--- config.mk ---
export PLATFORM = sky130hd
export DESIGN_NAME = spi_display_sink
export DESIGN_NICKNAME = d
export VERILOG_FILES = /design/src/rtl/spi_display_sink_pkg.sv /design/src/rtl/spi_display_sink_sync.sv /design/src/rtl/spi_display_sink.sv
export SDC_FILE = /design/constraint.sdc
export NUM_CORES = 1
export LEC_CHECK = 0
export CAP_MARGIN = 20
export CORE_MARGIN = 5
export CORE_UTILIZATION = 40
export DETAILED_ROUTE_END_ITERATION = 10
export PLACE_DENSITY = 0.62
export REMOVE_ABC_BUFFERS = 1
export SETUP_SLACK_MARGIN = 0.4
export SLEW_MARGIN = 10
export SYNTH_ARGS = -nofsm -noshare
export SYNTH_HDL_FRONTEND = slang
export SYNTH_SLANG_ARGS = --single-unit
--- constraint.sdc ---
create_clock -name clock -period 3.11 [get_ports clock]
set_input_delay 0.4665 -clock clock [delete_from_list [all_inputs] [get_ports clock]]
set_output_delay 0.4665 -clock clock [all_outputs]
set_load 0.02 [all_outputs]
--- src/rtl/spi_display_sink_pkg.sv ---
// spi_display_sink shared types.
// Receiver state and held-word layout.
package spi_display_sink_pkg;

  typedef enum logic {
    IDLE  = 1'b0,
    SHIFT = 1'b1
  } state_e;

  typedef struct packed {
    logic       dc;
    logic [7:0] data;
  } word_t;

endpackage

--- src/rtl/spi_display_sink_sync.sv ---
// Pin synchronizer with a delayed copy.
// edge_o pulses for one clock whenever the synced level changes.
module sync_edge #(
  parameter int unsigned SYNC = 2,
  parameter logic        RST  = 1'b0
) (
  input  logic clk_i,
  input  logic rst_ni,
  input  logic d_i,
  output logic q_o,
  output logic edge_o
);

  logic [SYNC-1:0] s_q;
  logic            p_q;

  always_ff @(posedge clk_i or negedge rst_ni) begin
    if (!rst_ni) begin
      s_q <= {SYNC{RST}};
      p_q <= RST;
    end else begin
      s_q <= {s_q[SYNC-2:0], d_i};
      p_q <= s_q[SYNC-1];
    end
  end

  assign q_o    = s_q[SYNC-1];
  assign edge_o = s_q[SYNC-1] ^ p_q;

endmodule

--- src/rtl/spi_display_sink.sv ---
// SPI display link receiver: oversampled mode-0 slave that
// rebuilds {dc, byte} words behind an empty/get pull port.
module spi_display_sink
  import spi_display_sink_pkg::*;
#(
  parameter int unsigned SYNC = 2
) (
  input  logic       clock,
  input  logic       reset_n,
  input  logic       spi_cs_n,
  input  logic       spi_clock,
  input  logic       spi_dc,
  input  logic       spi_mosi,
  output logic       dc,
  output logic [7:0] data,
  output logic       empty,
  input  logic       get,
  output logic       overrun,
  output logic       frame_err,
  input  logic       err_clear
);

  logic cs_s, cs_e, sck_s, sck_e;
  logic [SYNC-1:0] mosi_q, dc_q;

  sync_edge #(.SYNC(SYNC), .RST(1'b1)) u_cs (
    .clk_i (clock),
    .rst_ni(reset_n),
    .d_i   (spi_cs_n),
    .q_o   (cs_s),
    .edge_o(cs_e)
  );

  sync_edge #(.SYNC(SYNC), .RST(1'b0)) u_sck (
    .clk_i (clock),
    .rst_ni(reset_n),
    .d_i   (spi_clock),
    .q_o   (sck_s),
    .edge_o(sck_e)
  );

  always_ff @(posedge clock or negedge reset_n) begin
    if (!reset_n) begin
      mosi_q <= '0;
      dc_q   <= '0;
    end else begin
      mosi_q <= {mosi_q[SYNC-2:0], spi_mosi};
      dc_q   <= {dc_q[SYNC-2:0], spi_dc};
    end
  end

  logic cs_fall, cs_rise, sck_rise;
  assign cs_fall  = cs_e & ~cs_s;
  assign cs_rise  = cs_e & cs_s;
  assign sck_rise = sck_e & sck_s;

  state_e     state_q, state_d;
  logic [2:0] cnt_q, cnt_d;
  logic [6:0] sh_q, sh_d;
  word_t      hold_q, hold_d;
  logic       empty_q, empty_d;
  logic       ovr_q, ovr_d;
  logic       ferr_q, ferr_d;
  logic       done, ovr_set, ferr_set;
  word_t      word;

  always_comb begin
    state_d  = state_q;
    cnt_d    = cnt_q;
    sh_d     = sh_q;
    hold_d   = hold_q;
    empty_d  = empty_q;
    done     = 1'b0;
    ovr_set  = 1'b0;
    ferr_set = 1'b0;
    word     = '{dc: dc_q[SYNC-1],
                 data: {sh_q, mosi_q[SYNC-1]}};
    unique case (state_q)
      IDLE: begin
        if (cs_fall) begin
          state_d = SHIFT;
          cnt_d   = '0;
          sh_d    = '0;
        end
      end
      SHIFT: begin
        if (sck_rise) begin
          sh_d  = {sh_q[5:0], mosi_q[SYNC-1]};
          cnt_d = cnt_q + 3'd1;
          done  = (cnt_q == 3'd7);
        end
        // A completing edge leaves cnt_d at 0, so no frame error.
        if (cs_rise) begin
          state_d  = IDLE;
          ferr_set = (cnt_d != 3'd0);
          cnt_d    = '0;
          sh_d     = '0;
        end
      end
      default: state_d = IDLE;
    endcase
    if (done) begin
      if (empty_q || get) begin
        hold_d  = word;
        empty_d = 1'b0;
      end else begin
        ovr_set = 1'b1;
      end
    end else if (get && !empty_q) begin
      empty_d = 1'b1;
    end
    ovr_d  = ovr_set | (ovr_q & ~err_clear);
    ferr_d = ferr_set | (ferr_q & ~err_clear);
  end

  always_ff @(posedge clock or negedge reset_n) begin
    if (!reset_n) begin
      state_q <= IDLE;
      cnt_q   <= '0;
      sh_q    <= '0;
      hold_q  <= '0;
      empty_q <= 1'b1;
      ovr_q   <= 1'b0;
      ferr_q  <= 1'b0;
    end else begin
      state_q <= state_d;
      cnt_q   <= cnt_d;
      sh_q    <= sh_d;
      hold_q  <= hold_d;
      empty_q <= empty_d;
      ovr_q   <= ovr_d;
      ferr_q  <= ferr_d;
    end
  end

  assign dc        = hold_q.dc;
  assign data      = hold_q.data;
  assign empty     = empty_q;
  assign overrun   = ovr_q;
  assign frame_err = ferr_q;

endmodule

---- Word-level counts from Yosys, hierarchy flattened ----
Cells that the tools add are included.
word-level totals
  register bits ........................... 33
  bits of input ports ..................... 8
  output and inout bits ................... 12
  logic and storage cells ................. 60
operators by class
  add/sub/neg operators ................... 1
  equality and inequality tests ........... 4
  multiplexer cells ....................... 21
  bitwise operators ....................... 12
  reduce and logical (&&, ||, !) cells .... 8
operators with widths
  operator                                                          count
  7-bit 2-to-1 mux                                                  3
  7-bit case mux with 2 select lines                                1
  3-bit 2-to-1 mux                                                  4
  1-bit 2-to-1 mux                                                  11
  3-bit case mux with 2 select lines                                1
  2-bit AND reduction                                               3
  1-bit bitwise AND                                                 5
  3-bit by 1-bit adder with 3-bit output (second input constant)    1
  3-bit == test (second input constant)                             1
  3-bit != test (second input constant)                             1
  1-bit NOT                                                         3
  3-bit nonzero test                                                1
  2-bit by 1-bit != test with 1-bit output (second input constant)  1
  2-bit != test (second input constant)                             1
  1-bit OR                                                          2
  1-bit case mux with 2 select lines                                1
  2-bit nonzero test                                                1
  1-bit XOR                                                         2
  1-bit logical AND                                                 1
  1-bit logical NOT                                                 1
  1-bit logical OR                                                  1

---- Depth between registers and ports, before layout ----
  word-level depth ........................ 8
  gate-level depth with buffers ........... 5
  gate-level depth less buffers ........... 5

---- By module ----
Synthesis repeated with hierarchy kept, for this count alone.
unflattened totals
  cells, all modules ...................... 95
  area, all modules ....................... 1350.0 µm²
by module, submodules not included
  module              times used  cells an instance  area each (µm²)
  spi_display_sink    1           87                 1178.6
  sync_edge at u_cs   1           4                  87.6
  sync_edge at u_sck  1           4                  83.8

---- Worst setup path after synthesis ----
Ideal clock, no wire load.
  path type ............................... reg-to-reg
  start point ............................. register cnt_q[0]
  end point ............................... register ferr_q, in the netlist frame_err
  arrival ................................. 1.339 ns
  data required time ...................... 2.988 ns
  slack ................................... 1.649 ns
  stages on the path, launching flop included .. 6
  clock period less this slack ............ 1.461 ns
  path through ............................ dfrtp_1 -> ha_1 -> ha_1 -> mux2i_1 -> o21ai_0 -> a32o_1
between the ends
  longest elaborated chain between the ends .. 7
RTL lines
  item                                    RTL line                 source
  start, declared                         spi_display_sink.sv:58   logic [2:0] cnt_q, cnt_d;
  start signal, assigned                  spi_display_sink.sv:127  cnt_q <= cnt_d;
  3-bit by 1-bit adder with 3-bit output  spi_display_sink.sv:89   cnt_d = cnt_q + 3'd1;
  3-bit 2-to-1 mux *                      spi_display_sink.sv:87   if (sck_rise) begin
  3-bit 2-to-1 mux *                      spi_display_sink.sv:78   unique case (state_q)
  3-bit nonzero test *                    spi_display_sink.sv:95   ferr_set = (cnt_d != 3'd0);
  1-bit 2-to-1 mux *                      spi_display_sink.sv:93   if (cs_rise) begin
  1-bit 2-to-1 mux *                      spi_display_sink.sv:78
  1-bit OR *                              spi_display_sink.sv:113  ferr_d = ferr_set | (ferr_q & ~err_clear);
  named net ferr_d                        spi_display_sink.sv:63   logic ferr_q, ferr_d;
  end signal, assigned                    spi_display_sink.sv:132  ferr_q <= ferr_d;
  end, declared                           spi_display_sink.sv:63
The timed path passes the listed nets; every way through them passes the cells marked *. The select of a mux whose other input is x is not followed.
A chain may end at the register's enable or synchronous reset.

---- Worst setup path in the final report ----
  start point ............................. register empty_q, in the netlist empty
  end point ............................... output port empty
RTL lines
  item                    RTL line                 source
  start, declared         spi_display_sink.sv:61   logic empty_q, empty_d;
  start signal, assigned  spi_display_sink.sv:130  empty_q <= empty_d;
  end, declared           spi_display_sink.sv:16   output logic empty,
No word-level cell between the ends.

==> metrics.yaml <==
timing:
  slew_viol_final: 0
  post-route-min-period_ns: 1.96
  post-route-period-util_pct: 63.0
  setup_viol: 0
  final-hold-violation-count: 0
  max_clock_freq_ghz: 0.511
  rsz0062_at_grt: "false"
  tns_ns: 0
  slew_headroom_pct: 56.8
  tightest_slew_ns: 0.647
  fin_worst_skew_ns: 0.0174
die:
  io_pins: 20
  core_um2: 3100
  fp-row-count: 20
  fp.dieW_um: 67.3
  start_util_pct: 42.3
  dieArea_um2: 4530
  dieHeight_um: 67.3
clock_tree:
  cts_buffer_depth: 2
  worstSkewPairLatency_ns: 0.34
  clk_pin_slew_worst_paths_ns: 0.11
  numClockSinks: 33
  cts_max_level: 2
  postCtsHoldBufs: 0
  cts_resized: 0
  cts_tree: "done"
  cts-root-buf: "clkbuf_4"
  cts_setup_buffers: 0
  cts_buffers: 5
cells_and_area:
  layout_commonest_cell: "dfrtp_1"
  drive_above_1_share_pct: 18.9
  fillers: 304
  areaGrowthSynthToFinish_pct: 24.7
  layout_common_cells: "29 x dfrtp_1, 19 x clkdlybuf4s50_1, 10 x inv_1"
  nets: 136
  antenna_cells: 0
setup_path:
  cpLargestDelayFamily: "buffers and inverters"
  cp_slowest_stage_delay_ns: 0.60
  cp_data_arrival_time_ns: 1.49
  cp-end-kind: "output port"
  worst-setup-path-type: "reg2out"
  worstPathMaxFanout: 3
  cp_cell_sequence: "clkdlybuf4s50_1"
  cp_slowest_cell: "clkdlybuf4s50_1"
  cp_num_buf_inv: 1
  critPathRequiredTime_ns: 2.64
  start_kind: "register"
min_path:
  hp-class: "reg2reg"
synthesis:
  avgSynthCellArea_um2: 12.6
  ys_seq_area_share_pct: 63.2
  synthCells: 104
  syn_area_um2: 1310
  ys_types: 27
  synth.yosys.warnings: 0
  ys_ff_latch: 33
global_routing:
  grt_antenna_before_repair: 0
  grt.overflow.total: 0
  grt_pass1_vias: 918
  grt_first_pass_wirelength_um: 3980
  grt_max_degree: 34
  grt_usage_pct: 12.0
flow_run:
  maxCapViolations: 0
routing:
  drtAntennaViolNets: 0
  vias_per_cell: 4.94
  wl_um: 2190
  vias: 844
  detailedRoute.firstPassIterationCount: 4
  first_iter_violations: 33
  wl_per_cell_um: 12.8
  drc: 0
placement:
  post-dp-hpwl_um: 1420
  port_buffers: 19
  gp_congestion: 0.692
power:
  power_density_nw_per_um2: 566
  irDropWorstVdd_mv: 0.292
  p_total_w: 0.000927
  p_leak_nw: 0.720
outcome:
  outcome: "complete, no violations"
-- stage by stage --
stage                     hold slack (ns)  area [um^2]  setup WS (ns)  util [%]  std cells
final                               0.361         1640           1.15      52.8        171
after floorplan                     0.171         1280           1.63         -         99
after CTS                           0.361         1640           1.14      52.8        171
after global routing                0.370         1640           1.11      52.8        171
after global placement              0.333         1540           1.33      49.5        163
after detailed placement            0.343         1540           1.31      49.5        163
-- per-layer routing --
metal | vias to the layer above | GRT usage, % | share of wire [%]
li1 | 402 | - | -
met1 | 408 | 13.9 | 45
met2 | 27 | 18.7 | 43
met3 | 7 | 4.83 | 9.3
met4 | 0 | 7.34 | 2.2
met5 | - | 0 | 0
-- synth_stat cells (all sizes together) --
| cell type | count | area (um^2) |
|---|---|---|
| a211oi | 2 | 15.0 |
| nor3 | 1 | 5.00 |
| dfstp | 4 | 105 |
| a32o | 1 | 10.0 |
| o21ai | 12 | 60.1 |
| and3b | 1 | 8.76 |
| buf | 5 | 31.3 |
| ha | 2 | 25.0 |
| nand3 | 1 | 17.5 |
| nand4 | 7 | 43.8 |
| nor2 | 5 | 35.0 |
| o32ai | 1 | 8.76 |
| o22ai | 1 | 6.26 |
| a21oi | 2 | 10.0 |
| inv | 10 | 37.5 |
| nand2b | 2 | 12.5 |
| mux2i | 1 | 10.0 |
| dfrtp | 29 | 726 |
| nor2b | 2 | 20.0 |
| nand2 | 5 | 18.8 |
| mux2 | 9 | 101 |
| a31oi | 1 | 6.26 |
-- where the power goes --
group / total [W] / leakage, nW / internal (W) / switching (W)
registers: 0.000468 / 0.425 / 0.000447 / 0.0000201
clock network: 0.000398 / 0.0552 / 0.000249 / 0.000150
logic: 0.0000609 / 0.239 / 0.0000280 / 0.0000329
total: 0.000927 / 0.720 / 0.000724 / 0.000203
-- logic make-up after synthesis --
group           share of synthesized area [%]
compound gates                           8.86
fa+ha+maj                                1.90
buf+inv                                  5.24
flops                                    63.2
mux                                      8.48
simple gates                             12.3
-- cell type report --
cell class	count	area (um^2)	share of cell area (%)
flip-flops and latches	33	831	50.7
multi-input cells	56	414	25.3
repair buffers	20	198	12.1
clock inverters	3	65.1	3.97
well taps	44	55.1	3.36
clock buffers	5	37.5	2.29
inverters	10	37.5	2.29
-- worst paths after layout --
check | from | to | slack (ns) | cells after the start
setup / recovery | empty | empty | 1.15 | 1
hold / removal | u_cs.s_q[0] | u_cs.s_q[1] | 0.36 | 0
setup reg to reg | state_q | data[0] | 1.46 | 3
hold reg to reg | u_cs.s_q[0] | u_cs.s_q[1] | 0.36 | 0
max in group asynchronous | reset_n | u_cs.s_q[1] | 2.26 | 2
min in group asynchronous | reset_n | frame_err | 0.51 | 2
-- flip-flops by register name, indices dropped and copies added (netlist names), 2 cells and up --
| name | flops |
|---|---|
| data | 8 |
| sh_q | 7 |
| cnt_q | 3 |
| dc_q | 2 |
| mosi_q | 2 |
| u_cs.s_q | 2 |
| u_sck.s_q | 2 |
(Power assumes the default switching activity.)
